--- src/rtl/axi_reg_arbiter.sv ---
// axi_reg_arbiter
//   Shares one AXI register slave port between two AXI masters, one whole
//   transaction at a time. Grants are round-robin. The granted master's AW/W/B
//   or AR/R channels are routed to the slave. A response watchdog answers the
//   master with SLVERR if the slave never responds.
//
// Ports
//   clk, areset        : clock, asynchronous active-low reset
//   mN_aw*/mN_w*/mN_b* : write address / data / response of master N (N = 0, 1)
//   mN_ar*/mN_r*       : read address / data of master N
//   s_aw*/s_w*/s_b*    : write channels towards the shared slave
//   s_ar*/s_r*         : read channels towards the shared slave
module axi_reg_arbiter #(
    parameter int ADDR_W         = 32,
    parameter int DATA_W         = 32,
    parameter int ID_W           = 4,
    parameter int TIMEOUT_CYCLES = 256
) (
    input  logic                clk,
    input  logic                areset,
    // master 0
    input  logic [ID_W-1:0]     m0_awid_i,
    input  logic [ADDR_W-1:0]   m0_awaddr_i,
    input  logic                m0_awvalid_i,
    output logic                m0_awready_o,
    input  logic [DATA_W-1:0]   m0_wdata_i,
    input  logic [DATA_W/8-1:0] m0_wstrb_i,
    input  logic                m0_wvalid_i,
    output logic                m0_wready_o,
    output logic [ID_W-1:0]     m0_bid_o,
    output logic [1:0]          m0_bresp_o,
    output logic                m0_bvalid_o,
    input  logic                m0_bready_i,
    input  logic [ID_W-1:0]     m0_arid_i,
    input  logic [ADDR_W-1:0]   m0_araddr_i,
    input  logic                m0_arvalid_i,
    output logic                m0_arready_o,
    output logic [ID_W-1:0]     m0_rid_o,
    output logic [DATA_W-1:0]   m0_rdata_o,
    output logic [1:0]          m0_rresp_o,
    output logic                m0_rvalid_o,
    input  logic                m0_rready_i,
    // master 1
    input  logic [ID_W-1:0]     m1_awid_i,
    input  logic [ADDR_W-1:0]   m1_awaddr_i,
    input  logic                m1_awvalid_i,
    output logic                m1_awready_o,
    input  logic [DATA_W-1:0]   m1_wdata_i,
    input  logic [DATA_W/8-1:0] m1_wstrb_i,
    input  logic                m1_wvalid_i,
    output logic                m1_wready_o,
    output logic [ID_W-1:0]     m1_bid_o,
    output logic [1:0]          m1_bresp_o,
    output logic                m1_bvalid_o,
    input  logic                m1_bready_i,
    input  logic [ID_W-1:0]     m1_arid_i,
    input  logic [ADDR_W-1:0]   m1_araddr_i,
    input  logic                m1_arvalid_i,
    output logic                m1_arready_o,
    output logic [ID_W-1:0]     m1_rid_o,
    output logic [DATA_W-1:0]   m1_rdata_o,
    output logic [1:0]          m1_rresp_o,
    output logic                m1_rvalid_o,
    input  logic                m1_rready_i,
    // slave
    output logic [ID_W-1:0]     s_awid_o,
    output logic [ADDR_W-1:0]   s_awaddr_o,
    output logic                s_awvalid_o,
    input  logic                s_awready_i,
    output logic [DATA_W-1:0]   s_wdata_o,
    output logic [DATA_W/8-1:0] s_wstrb_o,
    output logic                s_wvalid_o,
    input  logic                s_wready_i,
    input  logic [1:0]          s_bresp_i,
    input  logic                s_bvalid_i,
    output logic                s_bready_o,
    output logic [ID_W-1:0]     s_arid_o,
    output logic [ADDR_W-1:0]   s_araddr_o,
    output logic                s_arvalid_o,
    input  logic                s_arready_i,
    input  logic [DATA_W-1:0]   s_rdata_i,
    input  logic [1:0]          s_rresp_i,
    input  logic                s_rvalid_i,
    output logic                s_rready_o
);

    localparam int CNT_W = (TIMEOUT_CYCLES > 1) ? $clog2(TIMEOUT_CYCLES) : 1;
    localparam logic [CNT_W-1:0] TO_LAST =
        (TIMEOUT_CYCLES > 0) ? CNT_W'(TIMEOUT_CYCLES - 1) : '0;
    localparam logic [1:0] RESP_SLVERR = 2'b10;

    typedef enum logic [2:0] {
        S_IDLE,
        S_WR,
        S_RD,
        S_WR_ERR,
        S_RD_ERR
    } state_t;

    state_t            r_state, w_state_nxt;
    logic              r_g, w_g_nxt;
    logic              r_ptr, w_ptr_nxt;
    logic [ID_W-1:0]   r_id_q, w_id_q_nxt;
    logic              r_aw_done, w_aw_done_nxt;
    logic              r_w_done, w_w_done_nxt;
    logic              r_ar_done, w_ar_done_nxt;
    logic [CNT_W-1:0]  r_to_cnt, w_to_cnt_nxt;

    // Inputs of the currently granted master.
    logic [ID_W-1:0]     w_g_awid, w_g_arid;
    logic [ADDR_W-1:0]   w_g_awaddr, w_g_araddr;
    logic [DATA_W-1:0]   w_g_wdata;
    logic [DATA_W/8-1:0] w_g_wstrb;
    logic                w_g_awvalid, w_g_wvalid, w_g_bready, w_g_arvalid, w_g_rready;

    assign w_g_awid    = r_g ? m1_awid_i    : m0_awid_i;
    assign w_g_awaddr  = r_g ? m1_awaddr_i  : m0_awaddr_i;
    assign w_g_awvalid = r_g ? m1_awvalid_i : m0_awvalid_i;
    assign w_g_wdata   = r_g ? m1_wdata_i   : m0_wdata_i;
    assign w_g_wstrb   = r_g ? m1_wstrb_i   : m0_wstrb_i;
    assign w_g_wvalid  = r_g ? m1_wvalid_i  : m0_wvalid_i;
    assign w_g_bready  = r_g ? m1_bready_i  : m0_bready_i;
    assign w_g_arid    = r_g ? m1_arid_i    : m0_arid_i;
    assign w_g_araddr  = r_g ? m1_araddr_i  : m0_araddr_i;
    assign w_g_arvalid = r_g ? m1_arvalid_i : m0_arvalid_i;
    assign w_g_rready  = r_g ? m1_rready_i  : m0_rready_i;

    // Round-robin pick: the pointer's master first, the other one otherwise.
    logic w_req0, w_req1, w_req_ptr, w_req_any, w_pick, w_pick_aw;
    logic [ID_W-1:0] w_pick_awid, w_pick_arid;

    assign w_req0      = m0_awvalid_i | m0_arvalid_i;
    assign w_req1      = m1_awvalid_i | m1_arvalid_i;
    assign w_req_ptr   = r_ptr ? w_req1 : w_req0;
    assign w_req_any   = w_req0 | w_req1;
    assign w_pick      = w_req_ptr ? r_ptr : ~r_ptr;
    assign w_pick_aw   = w_pick ? m1_awvalid_i : m0_awvalid_i;
    assign w_pick_awid = w_pick ? m1_awid_i : m0_awid_i;
    assign w_pick_arid = w_pick ? m1_arid_i : m0_arid_i;

    // Master-side view of the granted master, routed to m0 or m1 below.
    logic              w_awready_g, w_wready_g, w_bvalid_g, w_arready_g, w_rvalid_g;
    logic [1:0]        w_bresp_g, w_rresp_g;
    logic [ID_W-1:0]   w_bid_g, w_rid_g;
    logic [DATA_W-1:0] w_rdata_g;

    // NOTE: the state register resets asynchronously, so every output decoded
    // from it drops to 0 the moment areset falls, without a clock.
    always_ff @(posedge clk or negedge areset) begin
        if (!areset) begin
            r_state   <= S_IDLE;
            r_g       <= 1'b0;
            r_ptr     <= 1'b0;
            r_id_q    <= '0;
            r_aw_done <= 1'b0;
            r_w_done  <= 1'b0;
            r_ar_done <= 1'b0;
            r_to_cnt  <= '0;
        end else begin
            // NOTE: sequential state uses non-blocking assignments so every
            // register samples the pre-edge values.
            r_state   <= w_state_nxt;
            r_g       <= w_g_nxt;
            r_ptr     <= w_ptr_nxt;
            r_id_q    <= w_id_q_nxt;
            r_aw_done <= w_aw_done_nxt;
            r_w_done  <= w_w_done_nxt;
            r_ar_done <= w_ar_done_nxt;
            r_to_cnt  <= w_to_cnt_nxt;
        end
    end

    always_comb begin
        // NOTE: every signal gets a default first so no path infers a latch.
        w_state_nxt   = r_state;
        w_g_nxt       = r_g;
        w_ptr_nxt     = r_ptr;
        w_id_q_nxt    = r_id_q;
        w_aw_done_nxt = r_aw_done;
        w_w_done_nxt  = r_w_done;
        w_ar_done_nxt = r_ar_done;
        w_to_cnt_nxt  = r_to_cnt;

        s_awid_o    = '0;
        s_awaddr_o  = '0;
        s_awvalid_o = 1'b0;
        s_wdata_o   = '0;
        s_wstrb_o   = '0;
        s_wvalid_o  = 1'b0;
        s_bready_o  = 1'b0;
        s_arid_o    = '0;
        s_araddr_o  = '0;
        s_arvalid_o = 1'b0;
        s_rready_o  = 1'b0;

        w_awready_g = 1'b0;
        w_wready_g  = 1'b0;
        w_bvalid_g  = 1'b0;
        w_bresp_g   = '0;
        w_bid_g     = '0;
        w_arready_g = 1'b0;
        w_rvalid_g  = 1'b0;
        w_rresp_g   = '0;
        w_rid_g     = '0;
        w_rdata_g   = '0;

        unique case (r_state)
            S_IDLE: begin
                w_aw_done_nxt = 1'b0;
                w_w_done_nxt  = 1'b0;
                w_ar_done_nxt = 1'b0;
                w_to_cnt_nxt  = '0;
                if (w_req_any) begin
                    w_g_nxt = w_pick;
                    if (w_pick_aw) begin
                        w_state_nxt = S_WR;
                        w_id_q_nxt  = w_pick_awid;
                    end else begin
                        w_state_nxt = S_RD;
                        w_id_q_nxt  = w_pick_arid;
                    end
                end
            end

            S_WR: begin
                // A completed channel is masked so it is never accepted twice.
                s_awid_o    = w_g_awid;
                s_awaddr_o  = w_g_awaddr;
                s_awvalid_o = w_g_awvalid & ~r_aw_done;
                w_awready_g = s_awready_i & ~r_aw_done;
                s_wdata_o   = w_g_wdata;
                s_wstrb_o   = w_g_wstrb;
                s_wvalid_o  = w_g_wvalid & ~r_w_done;
                w_wready_g  = s_wready_i & ~r_w_done;
                w_bvalid_g  = s_bvalid_i;
                w_bresp_g   = s_bresp_i;
                w_bid_g     = r_id_q;
                s_bready_o  = w_g_bready;

                if (s_awvalid_o && s_awready_i) w_aw_done_nxt = 1'b1;
                if (s_wvalid_o && s_wready_i)   w_w_done_nxt  = 1'b1;

                if (s_bvalid_i && w_g_bready) begin
                    w_state_nxt   = S_IDLE;
                    w_ptr_nxt     = ~r_g;
                    w_aw_done_nxt = 1'b0;
                    w_w_done_nxt  = 1'b0;
                end else if (r_aw_done && r_w_done && !s_bvalid_i && TIMEOUT_CYCLES != 0) begin
                    if (r_to_cnt == TO_LAST) w_state_nxt  = S_WR_ERR;
                    else                     w_to_cnt_nxt = r_to_cnt + 1'b1;
                end
            end

            S_RD: begin
                s_arid_o    = w_g_arid;
                s_araddr_o  = w_g_araddr;
                s_arvalid_o = w_g_arvalid & ~r_ar_done;
                w_arready_g = s_arready_i & ~r_ar_done;
                w_rvalid_g  = s_rvalid_i;
                w_rresp_g   = s_rresp_i;
                w_rdata_g   = s_rdata_i;
                w_rid_g     = r_id_q;
                s_rready_o  = w_g_rready;

                if (s_arvalid_o && s_arready_i) w_ar_done_nxt = 1'b1;

                if (s_rvalid_i && w_g_rready) begin
                    w_state_nxt   = S_IDLE;
                    w_ptr_nxt     = ~r_g;
                    w_ar_done_nxt = 1'b0;
                end else if (r_ar_done && !s_rvalid_i && TIMEOUT_CYCLES != 0) begin
                    if (r_to_cnt == TO_LAST) w_state_nxt  = S_RD_ERR;
                    else                     w_to_cnt_nxt = r_to_cnt + 1'b1;
                end
            end

            // The slave's response channel stays blocked: a late answer is
            // simply never accepted.
            S_WR_ERR: begin
                w_bvalid_g = 1'b1;
                w_bresp_g  = RESP_SLVERR;
                w_bid_g    = r_id_q;
                if (w_g_bready) begin
                    w_state_nxt = S_IDLE;
                    w_ptr_nxt   = ~r_g;
                end
            end

            S_RD_ERR: begin
                w_rvalid_g = 1'b1;
                w_rresp_g  = RESP_SLVERR;
                w_rid_g    = r_id_q;
                if (w_g_rready) begin
                    w_state_nxt = S_IDLE;
                    w_ptr_nxt   = ~r_g;
                end
            end

            default: w_state_nxt = S_IDLE;
        endcase
    end

    // The non-granted master always sees zeros.
    assign m0_awready_o = ~r_g & w_awready_g;
    assign m0_wready_o  = ~r_g & w_wready_g;
    assign m0_bvalid_o  = ~r_g & w_bvalid_g;
    assign m0_bresp_o   = r_g ? 2'b00 : w_bresp_g;
    assign m0_bid_o     = r_g ? '0 : w_bid_g;
    assign m0_arready_o = ~r_g & w_arready_g;
    assign m0_rvalid_o  = ~r_g & w_rvalid_g;
    assign m0_rresp_o   = r_g ? 2'b00 : w_rresp_g;
    assign m0_rid_o     = r_g ? '0 : w_rid_g;
    assign m0_rdata_o   = r_g ? '0 : w_rdata_g;

    assign m1_awready_o = r_g & w_awready_g;
    assign m1_wready_o  = r_g & w_wready_g;
    assign m1_bvalid_o  = r_g & w_bvalid_g;
    assign m1_bresp_o   = r_g ? w_bresp_g : 2'b00;
    assign m1_bid_o     = r_g ? w_bid_g : '0;
    assign m1_arready_o = r_g & w_arready_g;
    assign m1_rvalid_o  = r_g & w_rvalid_g;
    assign m1_rresp_o   = r_g ? w_rresp_g : 2'b00;
    assign m1_rid_o     = r_g ? w_rid_g : '0;
    assign m1_rdata_o   = r_g ? w_rdata_g : '0;

endmodule

--- config.mk ---
export PLATFORM = sky130hd
export DESIGN_NAME = axi_reg_arbiter
export DESIGN_NICKNAME = d
export VERILOG_FILES = /design/src/rtl/axi_reg_arbiter.sv
export SDC_FILE = /design/constraint.sdc
export NUM_CORES = 1
export LEC_CHECK = 0
export BUFFER_PORTS_ARGS = -buffer_cell sky130_fd_sc_hd__buf_2
export CORE_AREA = 2 2 188 190
export DETAILED_ROUTE_END_ITERATION = 12
export DIE_AREA = 0 0 190 192
export GPL_ROUTABILITY_DRIVEN = 0
export SLEW_MARGIN = 20
export SYNTH_ARGS = -nofsm -noshare
export SYNTH_HDL_FRONTEND = slang
export SYNTH_SLANG_ARGS = --single-unit
--- constraint.sdc ---
create_clock -name clk -period 2.48 [get_ports clk]
set_input_delay 0.248 -clock clk [delete_from_list [all_inputs] [get_ports clk]]
set_output_delay 0.248 -clock clk [all_outputs]
set_load 0.02 [all_outputs]
* Word-level counts from Yosys, hierarchy flattened
Index checks and enable logic that the tools add are counted.
Word-level totals: logic and storage cells 157, register bits after elaboration 20, output and inout bits 211
Cells by class: mux-type cells 79, equality and inequality tests 21, bitwise gates (word level) 24, reductions and logical operators 24, add/subtract/negate cells 1
Operator list (number):
- $mux 32 | 9
- $mux 4 | 15
- $mux 8 | 5
- $mux 3 | 9
- $mux 1 | 26
- $pmux 8 s3 | 1
- $ne 3x3->1 const B | 7
- $ne 2x2->1 const B | 9
- $and 1x1->1 | 16
- $pmux 3 s5 | 1
- $mux 2 | 5
- $pmux 1 s2 | 5
- $reduce_and 5->1 | 2
- $add 8x1->8 const B | 1
- $eq 8x8->1 const B | 1
- $logic_and 1x1->1 | 8
- $pmux 2 s2 | 2
- $reduce_and 2->1 | 4
- $reduce_and 7->1 | 1
- $eq 3x2->1 const B | 2
- $not 1->1 | 5
- $pmux 1 s4 | 1
- $reduce_bool 2->1 | 2
- $reduce_bool 4->1 | 1
- 7 further kinds | 11

* Depth between registers and ports, before layout
Gate-level depths: netlist of the first run.
depth in word-level cells 7, gate-level depth with buffers 7

* Worst setup path after synthesis of the first run
Ideal clock, no wire load.
path kind reg-to-output, start reg r_state[2], end out m0_awready_o, stages on the path, launching flop included 5, slack 0.334 ns, data required time 2.232 ns, arrival time 1.898 ns, path buffers 2, cell sequence dfrtp_1 > or3b_1 > buf_2 > clkbuf_1 > nor4b_1
Between the ends: cells in the longest elaborated chain, start to end 3
Ends and longest elaborated chain:
- start: declaration | RTL line 100 | state_t r_state, w_state_nxt;
- start signal: assignment | RTL line 162 | r_state <= w_state_nxt;
- $eq 3x1->1 | RTL line 207 | unique case (r_state)
- $mux 1 | RTL line 207
- $and 1x1->1 | RTL line 304 | assign m0_awready_o = ~r_g & w_awready_g;
- end: declaration | RTL line 25 | output logic m0_awready_o,
Every way passes these cells.

* Final worst setup path of the first run
start reg r_g, end out s_awaddr_o[5]
Between the ends: cells in the longest elaborated chain, start to end 2
Ends and longest elaborated chain:
- start: declaration | RTL line 101 | logic r_g, w_g_nxt;
- start signal: assignment | RTL line 163 | r_g <= w_g_nxt;
- $mux 32 | RTL line 117 | assign w_g_awaddr = r_g ? m1_awaddr_i : m0_awaddr_i;
- $mux 32 | RTL line 207
- end: declaration | RTL line 67 | output logic [ADDR_W-1:0] s_awaddr_o,
Every way passes these cells.

==> impl_metrics.json, run 1 <==
{
  "grt_first_pass_wirelength_mm": 26.3,
  "syn_nets": 790,
  "cts.reportedPaths.clkPinSlew_ns": 0.06,
  "wirelength_mm": 19.8,
  "multiInputGateArea_um2": 2970,
  "dp.cells": 1429,
  "fillers": 3837,
  "ys_ff_latch": 20,
  "viasPerCell": 3.88,
  "fin_cells": 1434,
  "rsz0062_at_grt": "no",
  "startpoint_type": "register",
  "rows": 68,
  "pwr-share-clk_pct": 6.9,
  "synth_top_family_by_area": "simple AND/OR/NAND/NOR gates",
  "wire_per_inst_um": 13.8,
  "ir_drop_mv": 0.521,
  "period_share_pct": 93.0,
  "r2r_setup_slack_ns": 0.34,
  "nNetsFinal": 1250,
  "synth_compound_area_share_pct": 7.98,
  "clock_sinks": 20,
  "status": "completed",
  "power.internal_mw": 2.80,
  "end_kind": "output port",
  "r2r-end": "r_to_cnt[4]$_DFFE_PN0P_",
  "ys_types": 43,
  "comb_power_share_pct": 84.0,
  "core-area_um2": 34300,
  "postCtsSetupRepairBufs": 0,
  "cp.required_ns": 2.23,
  "yosysTopAreaCell": "mux2i_1",
  "fin_crit_ns": 2.31,
  "yosys.area_share.simple_pct": 37.9,
  "chipWidth_um": 190,
  "p_leak_nw": 4.25,
  "initial_utilization_pct": 10.7,
  "portBuffers": 479,
  "dieArea_um2": 36500,
  "finalHoldViolations": 0,
  "seq_area_frac_synth_pct": 13.6,
  "synth.area.mux_share_pct": 34.4,
  "antenna_cells": 0,
  "worst_ep_arrival_time_ns": 2.06,
  "cap_violations": 0,
  "place_hpwl_mm": 16.8,
  "drtIter0Drc": 212,
  "synth_xor_area_share_pct": 0,
  "syn_inst": 520,
  "die_height_um": 192,
  "critPathMaxFanout": 62,
  "avgSynthCellArea_um2": 7.06,
  "dr_total_vias": 5565,
  "tns_ns": 0,
  "htree_num_levels": 1,
  "insertion_delay_ns": 0.26,
  "p_switching_mw": 3.60,
  "drive_above_1_share_pct": 52.0,
  "slew_viol_final": 0,
  "synthToLayoutAreaGrowth_pct": 84.0,
  "worstReg2RegStart": "r_state[2]$_DFFE_PN0P_",
  "ys_warn_count": 0,
  "drc": 0,
  "grtUsageTotal_pct": 9.15,
  "endpoint": "s_awaddr_o[5]",
  "antenna_found_initial": 2,
  "grt-ovfl-total": 0,
  "clock_skew_ns": 0.00621,
  "grt_max_degree": 77,
  "drt_pass1_iterations": 4,
  "hold_class": "primary input to register",
  "cts-root-buf": "clkbuf_16",
  "netlist_area_um2": 3670,
  "setup_ws_ns": 0.174,
  "crit_start": "r_g$_DFFE_PN0P_",
  "tritoncts": "done",
  "cts.path.max_buffers": 2,
  "switching_share_pct": 56.3,
  "p_per_area_nw_per_um2": 947,
  "r2r_cells": 6,
  "io_pins": 480,
  "synth_area_leaders": "mux2i_1 (34%), nor2_1 (14%), dfrtp_1 (14%), and2_1 (7.8%), and3_1 (7.3%)",
  "final_cell_mix": "buf_2 (479), nor2_1 (139), mux2i_1 (126)",
  "synth_top_area_share_pct": 34.4,
  "crit_type": "register to output port",
  "dpl_worst_slack_ns": 0.362,
  "regArea_um2": 504,
  "worst_slew_pin_slew_ns": 0.653,
  "numCtsBuffers": 3,
  "final-setup-viol-count": 0,
  "grt_pass1_vias": 4793,
  "slew_headroom_pct": 56.1,
  "p_total_mw": 6.40,
  "max_freq_mhz": 434,
  "antenna_left": 0,
  "synthAdderAreaFrac_pct": 0.341,
  "seq_power_share_pct": 9.1,
  "final_common_cell": "buf_2"
}
[area by class of cell]
type	instances	share of cell area (%)
clock inverter	1	0.444
multi-input combinational	449	43.9
timing repair buffer	498	38.2
clock buffer	3	1.11
inverter	8	0.444
sequential	20	7.46
tap	455	8.43
[metrics by stage]
step	cell area (um2)	hold slack [ns]	utilization, %
5_1_grt	6760	0.270	19.7
3_3_place_gp	6640	0.228	19.4
2_1_floorplan	3670	-0.0476	-
4_1_cts	6760	0.254	19.7
3_5_place_dp	6640	0.232	19.4
6_report	6760	0.259	19.7
[Yosys cell counts, drive strengths merged]
| master | count |
|---|---|
| nor2 | 139 |
| mux2i | 126 |
| and2 | 46 |
| and3 | 43 |
| clkbuf | 22 |
| buf | 21 |
| dfrtp | 20 |
| a21oi | 15 |
| nor3 | 12 |
| o21ai | 10 |
| nand2 | 9 |
| inv | 8 |
| nand3 | 5 |
| nor3b | 5 |
| a221oi | 4 |
| nand2b | 3 |
| nor2b | 3 |
| nor4 | 3 |
| or3 | 3 |
| or3b | 3 |
| a211o | 2 |
| a31oi | 2 |
| nand4 | 2 |
| nor4b | 2 |
| o21bai | 2 |
| a2111o | 1 |
| a2111oi | 1 |
| a21o | 1 |
| a22o | 1 |
| a311oi | 1 |
| and4 | 1 |
| ha | 1 |
| nand3b | 1 |
| o31a | 1 |
| o32ai | 1 |
[cell families (layout without fill, tap and decap cells)]
kind of cell             count (synthesis)  count (layout)
AO/OA/AOI/OAI                           42              42
adder cells (fa/ha/maj)                  1               1
buffers and inverters                   51             510
flip-flops                              20              20
multiplexers                           126             126
AND/OR/NAND/NOR                        280             280
[how the worst min path moves through the flow]
stage	from	to	slack, ns	cells after the start
CTS	s_awready_i	r_aw_done$_DFFE_PN0P_	0.25	3
detailed placement	areset	r_to_cnt[1]$_DFFE_PN0P_	0.23	1
finish	s_awready_i	r_aw_done$_DFFE_PN0P_	0.26	3
floorplan	areset	r_ar_done$_DFFE_PN0P_	-0.05	0
global route	s_awready_i	r_aw_done$_DFFE_PN0P_	0.27	3
global placement	areset	r_to_cnt[0]$_DFFE_PN0P_	0.23	1
[per-layer routing]
layer,track usage [%],wire length (um)
met5,0,26
met4,2.15,365
met3,1.02,1440
met2,16.2,9850
met1,11.8,8140
[power groups by stage]
stage / clock network (mW) / logic [mW] / registers [mW]
6_report: 0.444 / 5.37 / 0.582
5_1_grt: 0.463 / 5.77 / 0.607
4_1_cts: 0.451 / 5.42 / 0.583
3_5_place_dp: 0 / 5.41 / 0.582
3_3_place_gp: 0 / 5.34 / 0.579
2_1_floorplan: 0 / 3.66 / 0.515
[worst max-delay path, stage by stage, from the launching register on]
cell and delay (ns):
dfrtp_4 0.48, buf_12 0.30, buf_4 0.38, mux2i_1 0.28, nor2_1 0.08, buf_2 0.18
[sequential cells by signal, indices dropped and copies added (netlist names)]
signal	flops
r_aw_done	1
r_id_q	4
r_g	1
r_state	3
r_w_done	1
r_ar_done	1
r_ptr	1
r_to_cnt	8
[repair_timing]
action | in CTS | in global routing
hold buffers | 1 | 0
gates resized for setup | 0 | 0
hold endpoints to repair | 20 | 0
Power figures use the tool's default switching activity.
==> inputs of run 2 (changes only) <==
ABC_AREA = 1   (was not set)
CORE_AREA = 2 2 185 187   (was 2 2 188 190)
DIE_AREA = 0 0 187 189   (was 0 0 190 192)
==> impl_metrics.json, run 2 <==
{
  "startpoint_type": "register",
  "ys_warn_count": 0,
  "viasPerCell": 4.09,
  "ys_top_cells_by_count": "nand2_1 (305), a21oi_1 (111), nor3_1 (88)",
  "clock_sinks": 20,
  "dr_total_vias": 6760,
  "ys_ff_latch": 20,
  "slew_viol_final": 0,
  "synth_top_area_share_pct": 30.6,
  "max_freq_mhz": 450,
  "cap_violations": 0,
  "final_common_cell": "buf_2",
  "p_per_area_nw_per_um2": 953,
  "synth_edf_count": 0,
  "synth_ff_type": "dfrtp_1",
  "yosysMostFrequentCell": "nand2_1",
  "tns_ns": 0,
  "ir_drop_mv": 0.590,
  "io_pins": 480,
  "critPathMaxFanout": 33,
  "fin_crit_ns": 2.22,
  "final_cell_mix": "buf_2 (479), nand2_1 (305), a21oi_1 (111)",
  "fillers": 3883,
  "netlist_area_um2": 3740,
  "rsz0062_at_grt": "no",
  "portBuffers": 479,
  "syn_inst": 768,
  "grt_first_pass_wirelength_mm": 36.6,
  "fin_hold_ws_ns": 0.368,
  "worst_slew_pin_slew_ns": 0.648,
  "postCtsSetupRepairBufs": 0,
  "htree_num_levels": 1,
  "drt_pass1_iterations": 5,
  "ys_types": 22,
  "cts.reportedPaths.clkPinSlew_ns": 0.06,
  "regArea_um2": 504,
  "p_leak_nw": 4.14,
  "grt_pass1_vias": 6201,
  "p_total_mw": 6.39,
  "cp.required_ns": 2.23,
  "fin_cells": 1652,
  "async_reset_ff_share_pct": 100,
  "wirelength_mm": 25.1,
  "grtUsageTotal_pct": 13.1,
  "hold_class": "primary input to register",
  "finalHoldViolations": 0,
  "largest_reg_flops": 8,
  "clock_skew_ns": 0.00313,
  "numCtsBuffers": 3,
  "grt_max_degree": 103,
  "status": "completed",
  "crit_type": "register to output port",
  "rows": 67,
  "seq_area_frac_synth_pct": 13.4,
  "tritoncts": "done",
  "regMostFlops": "r_to_cnt",
  "multiInputGateArea_um2": 2710,
  "antenna_found_initial": 6,
  "dp.cells": 1646,
  "avgSynthCellArea_um2": 4.87,
  "chipWidth_um": 187,
  "slew_headroom_pct": 56.6,
  "drc": 0,
  "cts.path.max_buffers": 2,
  "fin_util_pct": 20.1,
  "worst_ep_arrival_time_ns": 1.97,
  "initial_utilization_pct": 11.2,
  "die_height_um": 189,
  "end_kind": "output port",
  "grt-ovfl-total": 0,
  "final-setup-viol-count": 0,
  "top_regs": "r_to_cnt (8), r_id_q (4), r_state (3)",
  "core-area_um2": 33300,
  "insertion_delay_ns": 0.26,
  "syn_nets": 1038,
  "yosysTopAreaCell": "nand2_1",
  "dieArea_um2": 35300,
  "place_hpwl_mm": 21.1,
  "period_share_pct": 89.6,
  "synthToLayoutAreaGrowth_pct": 79.1,
  "synth_area_leaders": "nand2_1 (31%), a21oi_1 (15%), dfrtp_1 (13%), nor3_1 (12%), inv_1 (7.1%)",
  "wire_per_inst_um": 15.2,
  "drive_above_1_share_pct": 41.8,
  "cts-root-buf": "clkbuf_16",
  "antenna_left": 0,
  "drtIter0Drc": 363,
  "nNetsFinal": 1474
}
==> run 2: cell type report <==
cell class	instances	area share (%)
clock inverter	1	0.448
tap	448	8.37
timing repair buffer	488	37.8
multi-input combinational	616	40.5
clock buffer	3	1.12
inverter	75	4.28
sequential	20	7.53
antenna	1	0.0374
==> run 2: worst max-delay path: stages (launching register included) <==
cell	delay, ns
dfrtp_1	0.46
inv_2	0.13
nand3_4	0.28
buf_4	0.37
a21oi_1	0.22
buf_2	0.21
==> run 2: timing repair <==
action                    4_1_cts  5_1_grt
hold buffers                    1        0
hold endpoints to repair       20        0
gates resized for setup         0        0
==> run 2: final timing paths <==
kind | startpoint | end | slack, ns | cells past startpoint
max reg2reg | r_state[1]$_DFFE_PN0P_ | r_to_cnt[1]$_DFFE_PN0P_ | 0.55 | 9
min reg2reg | r_id_q[2]$_DFFE_PN0P_ | r_id_q[2]$_DFFE_PN0P_ | 0.49 | 2
min in group asynchronous | areset | r_to_cnt[0]$_DFFE_PN0P_ | 0.49 | 2
min | m0_arid_i[2] | r_id_q[2]$_DFFE_PN0P_ | 0.37 | 5
max in group asynchronous | areset | r_g$_DFFE_PN0P_ | 1.60 | 2
max | r_state[1]$_DFFE_PN0P_ | s_wdata_o[13] | 0.26 | 5
==> run 2: power by group <==
part	switching, mW	leakage [nW]	total [mW]	internal, mW
combinational	3.84	3.83	5.33	1.50
sequential	0.153	0.257	0.600	0.447
clock	0.133	0.0511	0.454	0.321
==> run 2: metrics by stage <==
step	instance area, um2	worst slack, ns
2_1_floorplan	3740	0.698
3_3_place_gp	6580	0.526
3_5_place_dp	6580	0.481
4_1_cts	6700	0.191
5_1_grt	6700	0.0966
6_report	6700	0.258
==> run 2: logic make-up (layout without fill, tap and decap cells) <==
kind of cell               Yosys count  in the layout  share of synthesized area, %
and+or+nand+nor                    483            483                          53.3
buffers and inverters              132            567                          14.6
AOI/OAI and AO/OA                  126            126                          17.0
DFF                                 20             20                          13.4
xor gates and xnor gates             6              6                          1.41
adders and majority gates            1              1                         0.335
other                                0              1                             0
==> run 2: metal layers <==
layer	GRT usage (%)	vias up	wire length [um]
li1	-	3321	-
met4	2.63	4	469
met5	0	-	26
met3	1.46	29	1680
met1	17.4	3050	10900
met2	23.1	356	12100
